<file path="src/rtl/pipeline_cpu_top.sv">
// Board top: single-stepped 3-stage 8-bit CPU with a fixed program, state shown on a 16x2 LCD.
// BTN3 rising edges advance the pipeline; the LCD is refreshed continuously through its 4-bit bus.
module pipeline_cpu_top #(
    parameter int INIT_WAIT  = 750000,
    parameter int E_HIGH     = 12,
    parameter int NIB_GAP    = 50,
    parameter int CHAR_GAP   = 2000,
    parameter int CLEAR_WAIT = 82000
) (
    input  logic       CCLK,
    input  logic       BTN2,
    input  logic       BTN3,
    input  logic [3:0] SW,
    output logic       LED,
    output logic       LCDE,
    output logic       LCDRS,
    output logic       LCDRW,
    output logic [3:0] LCDDAT
);

    localparam int M1 = (INIT_WAIT > CLEAR_WAIT) ? INIT_WAIT : CLEAR_WAIT;
    localparam int M2 = (M1 > CHAR_GAP) ? M1 : CHAR_GAP;
    localparam int M3 = (M2 > NIB_GAP) ? M2 : NIB_GAP;
    localparam int MAXWAIT = (M3 > E_HIGH) ? M3 : E_HIGH;
    localparam int CW = $clog2(MAXWAIT + 1);

    localparam logic [3:0] OP_LI   = 4'd1;
    localparam logic [3:0] OP_ADD  = 4'd2;
    localparam logic [3:0] OP_SUB  = 4'd3;
    localparam logic [3:0] OP_ADDI = 4'd4;
    localparam logic [3:0] OP_JMP  = 4'd5;
    localparam logic [3:0] OP_BNZ  = 4'd6;

    typedef struct packed {
        logic [3:0] op;
        logic [1:0] rd;
        logic [7:0] a;
        logic [7:0] b;
        logic [7:0] imm;
    } idex_t;

    typedef enum logic [2:0] {
        LS_INIT,
        LS_SETUP,
        LS_PULSE,
        LS_HOLD,
        LS_NIBGAP,
        LS_GAP
    } lcd_state_t;

    logic unused_sw;
    assign unused_sw = ^SW[3:2];

    // ---------------- step generation ----------------
    logic sync1, sync2, prev, step;

    always_ff @(posedge CCLK) begin
        if (!BTN2) begin
            sync1 <= 1'b0;
            sync2 <= 1'b0;
            prev  <= 1'b0;
            step  <= 1'b0;
        end else begin
            sync1 <= BTN3;
            sync2 <= sync1;
            prev  <= sync2;
            step  <= sync2 & ~prev;
        end
    end

    // ---------------- pipeline ----------------
    logic [3:0]  pc;
    logic [15:0] ifid;
    idex_t       idex;
    logic [7:0]  rf [4];
    logic [15:0] stepcnt;
    logic        led;

    logic       ex_we, ex_taken;
    logic [7:0] ex_res;
    logic [7:0] id_a, id_b;

    function automatic logic [15:0] rom(input logic [3:0] addr);
        case (addr)
            4'd0:    rom = 16'h1003;
            4'd1:    rom = 16'h1401;
            4'd2:    rom = 16'h3100;
            4'd3:    rom = 16'h4805;
            4'd4:    rom = 16'h6002;
            4'd5:    rom = 16'h5005;
            default: rom = 16'h0000;
        endcase
    endfunction

    always_comb begin
        ex_we    = 1'b0;
        ex_taken = 1'b0;
        ex_res   = 8'h00;
        case (idex.op)
            OP_LI:   begin ex_we = 1'b1; ex_res = idex.imm; end
            OP_ADD:  begin ex_we = 1'b1; ex_res = idex.a + idex.b; end
            OP_SUB:  begin ex_we = 1'b1; ex_res = idex.a - idex.b; end
            OP_ADDI: begin ex_we = 1'b1; ex_res = idex.a + idex.imm; end
            OP_JMP:  ex_taken = 1'b1;
            OP_BNZ:  ex_taken = (idex.a != 8'h00);
            default: ;
        endcase
    end

    // The EX write lands on the same step edge as the ID read, so bypass it here.
    always_comb begin
        id_a = rf[ifid[11:10]];
        id_b = rf[ifid[9:8]];
        if (ex_we && (idex.rd == ifid[11:10])) id_a = ex_res;
        if (ex_we && (idex.rd == ifid[9:8]))   id_b = ex_res;
    end

    always_ff @(posedge CCLK) begin
        if (!BTN2) begin
            pc      <= 4'd0;
            ifid    <= 16'h0000;
            idex    <= '0;
            stepcnt <= 16'h0000;
            led     <= 1'b0;
            for (int i = 0; i < 4; i++) rf[i] <= 8'h00;
        end else if (step) begin
            stepcnt <= stepcnt + 16'd1;
            led     <= ~led;
            if (ex_we) rf[idex.rd] <= ex_res;
            if (ex_taken) begin
                pc   <= idex.imm[3:0];
                ifid <= 16'h0000;
                idex <= '0;
            end else begin
                pc   <= pc + 4'd1;
                ifid <= rom(pc);
                idex <= '{op: ifid[15:12], rd: ifid[11:10], a: id_a, b: id_b, imm: ifid[7:0]};
            end
        end
    end

    // ---------------- LCD driver ----------------
    // idx 0-3 init nibbles, 4-7 setup commands, 8 set-address, 9-24 the 16 characters.
    lcd_state_t state, state_n;
    logic [CW-1:0] cnt, cnt_n;
    logic [4:0]  idx, idx_n;
    logic [3:0]  dat, dat_n;
    logic        rs, rs_n, low, low_n, single, single_n, lcde, load;
    logic [7:0]  curbyte, byte_n;
    logic [7:0]  item_byte;
    logic        item_rs, item_single;
    logic [3:0]  snap_pc;
    logic [7:0]  snap_reg;
    logic [1:0]  snap_sel;
    logic [15:0] snap_cnt;

    function automatic logic [7:0] hexchar(input logic [3:0] d);
        hexchar = (d < 4'd10) ? (8'h30 + {4'h0, d}) : (8'h37 + {4'h0, d});
    endfunction

    always_comb begin
        item_byte   = 8'h00;
        item_rs     = 1'b1;
        item_single = 1'b0;
        case (idx)
            5'd0, 5'd1, 5'd2: begin item_byte = 8'h30; item_rs = 1'b0; item_single = 1'b1; end
            5'd3:  begin item_byte = 8'h20; item_rs = 1'b0; item_single = 1'b1; end
            5'd4:  begin item_byte = 8'h28; item_rs = 1'b0; end
            5'd5:  begin item_byte = 8'h06; item_rs = 1'b0; end
            5'd6:  begin item_byte = 8'h0C; item_rs = 1'b0; end
            5'd7:  begin item_byte = 8'h01; item_rs = 1'b0; end
            5'd8:  begin item_byte = 8'h80; item_rs = 1'b0; end
            5'd9:  item_byte = 8'h50;
            5'd10: item_byte = 8'h43;
            5'd11: item_byte = 8'h3D;
            5'd12: item_byte = 8'h30;
            5'd13: item_byte = hexchar(snap_pc);
            5'd14: item_byte = 8'h20;
            5'd15: item_byte = 8'h52;
            5'd16: item_byte = 8'h30 + {6'd0, snap_sel};
            5'd17: item_byte = 8'h3D;
            5'd18: item_byte = hexchar(snap_reg[7:4]);
            5'd19: item_byte = hexchar(snap_reg[3:0]);
            5'd20: item_byte = 8'h20;
            5'd21: item_byte = hexchar(snap_cnt[15:12]);
            5'd22: item_byte = hexchar(snap_cnt[11:8]);
            5'd23: item_byte = hexchar(snap_cnt[7:4]);
            5'd24: item_byte = hexchar(snap_cnt[3:0]);
            default: item_byte = 8'h20;
        endcase
    end

    always_comb begin
        state_n  = state;
        cnt_n    = cnt;
        idx_n    = idx;
        dat_n    = dat;
        rs_n     = rs;
        low_n    = low;
        single_n = single;
        byte_n   = curbyte;
        load     = 1'b0;
        case (state)
            LS_INIT: begin
                if (cnt == '0) load = 1'b1;
                else cnt_n = cnt - CW'(1);
            end
            LS_SETUP: begin
                if (cnt == '0) begin
                    state_n = LS_PULSE;
                    cnt_n   = CW'(E_HIGH - 1);
                end else cnt_n = cnt - CW'(1);
            end
            LS_PULSE: begin
                if (cnt == '0) begin
                    state_n = LS_HOLD;
                    cnt_n   = CW'(1);
                end else cnt_n = cnt - CW'(1);
            end
            LS_HOLD: begin
                if (cnt == '0) begin
                    if (!low && !single) begin
                        state_n = LS_NIBGAP;
                        cnt_n   = CW'(NIB_GAP - 1);
                    end else begin
                        state_n = LS_GAP;
                        cnt_n   = (idx == 5'd7) ? CW'(CLEAR_WAIT - 1) : CW'(CHAR_GAP - 1);
                        idx_n   = (idx == 5'd24) ? 5'd8 : idx + 5'd1;
                    end
                end else cnt_n = cnt - CW'(1);
            end
            LS_NIBGAP: begin
                if (cnt == '0) begin
                    state_n = LS_SETUP;
                    cnt_n   = CW'(1);
                    dat_n   = curbyte[3:0];
                    low_n   = 1'b1;
                end else cnt_n = cnt - CW'(1);
            end
            LS_GAP: begin
                if (cnt == '0) load = 1'b1;
                else cnt_n = cnt - CW'(1);
            end
            default: state_n = LS_INIT;
        endcase
        if (load) begin
            state_n  = LS_SETUP;
            cnt_n    = CW'(1);
            dat_n    = item_byte[7:4];
            rs_n     = item_rs;
            byte_n   = item_byte;
            single_n = item_single;
            low_n    = 1'b0;
        end
    end

    // LCDE is registered from the next state so the strobe is glitch-free.
    always_ff @(posedge CCLK) begin
        if (!BTN2) begin
            state   <= LS_INIT;
            cnt     <= CW'(INIT_WAIT - 1);
            idx     <= 5'd0;
            dat     <= 4'h0;
            rs      <= 1'b0;
            low     <= 1'b0;
            single  <= 1'b0;
            curbyte <= 8'h00;
            lcde    <= 1'b0;
        end else begin
            state   <= state_n;
            cnt     <= cnt_n;
            idx     <= idx_n;
            dat     <= dat_n;
            rs      <= rs_n;
            low     <= low_n;
            single  <= single_n;
            curbyte <= byte_n;
            lcde    <= (state_n == LS_PULSE);
        end
    end

    always_ff @(posedge CCLK) begin
        if (!BTN2) begin
            snap_pc  <= 4'd0;
            snap_reg <= 8'h00;
            snap_sel <= 2'd0;
            snap_cnt <= 16'h0000;
        end else if (load && (idx == 5'd8)) begin
            snap_pc  <= pc;
            snap_reg <= rf[SW[1:0]];
            snap_sel <= SW[1:0];
            snap_cnt <= stepcnt;
        end
    end

    assign LED    = led;
    assign LCDE   = lcde;
    assign LCDRS  = rs;
    assign LCDRW  = 1'b0;
    assign LCDDAT = dat;

endmodule

</file>
<file path="config.mk">
export PLATFORM = sky130hd
export DESIGN_NAME = pipeline_cpu_top
export DESIGN_NICKNAME = d
export VERILOG_FILES = /design/src/rtl/pipeline_cpu_top.sv
export SDC_FILE = /design/constraint.sdc
export NUM_CORES = 1
export LEC_CHECK = 0
export BUFFER_PORTS_ARGS = -buffer_cell sky130_fd_sc_hd__buf_2
export CAP_MARGIN = 15
export CORE_UTILIZATION = 57
export DETAILED_ROUTE_END_ITERATION = 6
export PLACE_DENSITY = 0.73
export SYNTH_ARGS = -nofsm -noshare
export SYNTH_HDL_FRONTEND = slang
export SYNTH_SLANG_ARGS = --single-unit
</file>
<file path="constraint.sdc">
create_clock -name CCLK -period 2.8 [get_ports CCLK]
set_clock_uncertainty 0.1 [all_clocks]
set_input_delay 0.56 -clock CCLK [delete_from_list [all_inputs] [get_ports CCLK]]
set_output_delay 0.56 -clock CCLK [all_outputs]
set_load 0.02 [all_outputs]
</file>
==> metrics <==
run status finished with violations; violated checks setup timing; met3 WL post-DR 877 µm; cts bufs inserted 17; clock power share 0.485; smallest setup slack after layout -0.0769 ns; minimum clock period 2.88 ns; DP Worst Slack -0.199 ns; RD Place Congestion 0.937; CTS max path bufs 2; Synth area leader dfxtp_1; clk_lat worst skew 0.43 ns; EDFF count, synth 32; Initial Util 0.585; Final Slew Violations 0; syn nets 1126; htree depth 4; ant diodes 0; min-delay worst type in -> reg; Unique masters post-synth 79; routed wire length 22400 µm; Required @ worst endpoint 2.87 ns; filler cell count 1374; final setup vio count 5; Core Region 0.0159 mm²; P_leak 3.72 nW; hold path depth 2; largest net degree at the start of global routing 41; Final Hold Viols 0; Synth-to-Final Area Change 13.8%; Slew headroom 0.525; row cnt 46; DP HPWL 16000 µm; Synth area leaders dfxtp_1 (28%), edfxtp_1 (10%), a21oi_1 (5.6%); #FFs+latches synth 163; total congestion overflow 0; DRT met1 WL 9910 µm; GRT Total Usage 0.279; Worst-Margin Slew 0.711 ns; met2 routed WL 11300 µm; Hold WS 0.240 ns; via count 8055; Yosys Warn Count 0; Max IR drop VDD 542 µV; R2R Path Start idex[28]$_SDFFE_PN0P_; global-route wire length before repair 36900 µm; Wirelength per Cell 16.7 µm; Die W 130 µm; RSZ-0062 raised after global routing true; fmax 0.348 GHz; CP arrival 2.95 ns; top layer in use met4; sequential share of the synthesized area 0.386; area of the die 0.0168 mm²; Post-Syn Instances 1091; initial antenna violation count 0; DRT Pass-1 Iters 5; Largest register FFs 32; Pint 0.00391 W; Comb power frac 0.033; fraction of registers with async set/reset 0; R2R Setup Slk -0.08 ns; post-route ant nets 0; Worst Hold End sync1$_SDFF_PN0_; DRC violations left 0; Largest Register rf; Avg Cell Area, Syn 8.51 µm²; clock sinks 163; Pwr Density 479 mW/mm²; Flop pwr share 0.482; period utilisation layout 1.03; clock edge transition at the registers on the reported setup and hold paths 0.07 ns; # hold bufs at CTS 0; I/O pin count 15; Worst Reg-to-Reg Cells 13; Setup CP Type reg -> reg; Top FF cell, synth dfxtp_1; CP Capture Type flip-flop; biggest registers after layout rf (32), idex (24), cnt (20); Vias/cell 6.01; Final nets 1147; number of global-route vias before repair 7431; HP Start BTN3; max-cap check violation count 0; Crit Path Max Fanout 5; Switching Share 0.228; Die Ht 130 µm; switching pwr 0.00115 W; ratio of cells with drive above 1 in the final layout 0.158; IO Port Bufs 11; R2R Path End rf[2][7]$_SDFFCE_PN0P_; TritonCTS clock tree done; clock root cell clkbuf_16; DRT iter0 DRCs 647; Worst setup SP type flip-flop; Mapped Area 0.00929 mm²; Yosys top cell area share 0.282
==> power groups by stage <==
stage,Clock [W],Sequential [W],Combinational (W)
after floorplan,0,0.00248,0.000118
after global placement,0,0.00249,0.000161
after detailed placement,0,0.00249,0.000164
after CTS,0.00248,0.00244,0.000166
after global routing,0.00258,0.00244,0.000183
final,0.00246,0.00244,0.000167
==> how the worst max path moves through the flow <==
stage / startpoint / end
floorplan: idex[28]$_SDFFE_PN0P_ / idex[15]$_SDFFE_PN0P_
global placement: idex[28]$_SDFFE_PN0P_ / rf[2][6]$_SDFFCE_PN0P_
detailed placement: idex[26]$_SDFFE_PN0P_ / rf[1][6]$_SDFFCE_PN0P_
CTS: idex[28]$_SDFFE_PN0P_ / idex[15]$_SDFFE_PN0P_
global route: idex[28]$_SDFFE_PN0P_ / rf[0][7]$_SDFFCE_PN0P_
finish: idex[28]$_SDFFE_PN0P_ / rf[2][7]$_SDFFCE_PN0P_
==> Yosys cell counts (11+ instances only) <==
master / number
a21oi_1: 104
o211ai_1: 14
and3_1: 11
or3_1: 12
inv_1: 34
nor3_1: 28
xor2_1: 14
and2_1: 17
dfxtp_1: 131
mux4_2: 16
nand2b_1: 21
mux2i_1: 12
and4b_1: 12
xnor2_1: 16
nand3_1: 39
ha_1: 27
nor2_1: 85
nand2_1: 131
nor4_1: 11
edfxtp_1: 32
o21ai_0: 61
clkbuf_1: 58
nor2b_1: 27
==> metal layers <==
layer,up-vias,track usage
met5,-,0
met4,0,0.0650
met3,27,0.0487
met2,173,0.492
met1,3867,0.355
li1,3988,-
==> per-stage QoR <==
stage | area, µm² | power [W] | std cells | utilization | setup TNS (ns)
floorplan | 9310 | 0.00260 | 1091 | - | -0.0827
global placement | 9790 | 0.00265 | 1306 | 0.616 | -0.814
detailed placement | 9790 | 0.00266 | 1306 | 0.616 | -1.89
CTS | 10500 | 0.00509 | 1339 | 0.659 | -0.0810
global route | 10600 | 0.00521 | 1341 | 0.665 | -2.04
finish | 10600 | 0.00506 | 1341 | 0.665 | -0.350
==> what timing repair did <==
action / CTS / global route
gates resized for setup: 19 / 21
buffers inserted: 1 / 2
setup endpoints to repair: 21 / 33
pin swaps: 10 / 4
==> worst max-delay path: stages, from the launching register on <==
cell and delay [ns]:
dfxtp_2 0.38, or3b_4 0.41, buf_6 0.14, nand2_1 0.05, mux2i_1 0.06, ha_1 0.31
a21o_1 0.18, o32a_1 0.28, o41a_1 0.15, buf_4 0.16, o21ai_1 0.06, nor2b_1 0.14
buf_4 0.14, nor3_1 0.04
==> cell usage in the layout, fill, tap and decap left out, types with 12 or more instances in the layout <==
cell type,netlist,routed
nand2_1,131,131
dfxtp_1,131,127
a21oi_1,104,100
nor2_1,85,84
buf_4,2,59
o21ai_0,61,51
nand3_1,39,37
inv_1,34,34
edfxtp_1,32,32
nor3_1,28,26
nor2b_1,27,26
ha_1,27,24
nand2b_1,21,20
clkbuf_16,0,18
xnor2_1,16,16
and2_1,17,16
mux4_2,16,16
o211ai_1,14,14
xor2_1,14,13
mux2i_1,12,12
and4b_1,12,12
==> cell type report <==
type / instances / area, µm² / share of cell area
multi-input combinational: 821 / 5390 / 0.510
sequential: 163 / 3590 / 0.340
timing repair buffer: 74 / 561 / 0.0531
clock buffer: 19 / 464 / 0.0439
tap: 216 / 270 / 0.0256
clock inverter: 13 / 159 / 0.0150
inverter: 35 / 131 / 0.0124
==> kinds of logic after synthesis <==
| family | after synthesis | synth area share |
|---|---|---|
| flip-flops | 163 | 0.386 |
| multiplexers | 36 | 0.0614 |
| buffers and inverters | 107 | 0.0478 |
| adder cells (fa/ha/maj) | 28 | 0.0385 |
| AND/OR/NAND/NOR | 442 | 0.246 |
| XOR/XNOR | 30 | 0.0283 |
| AO/OA/AOI/OAI | 284 | 0.192 |
| other | 1 | 0.000404 |
Power figures use the tool's default switching activity.
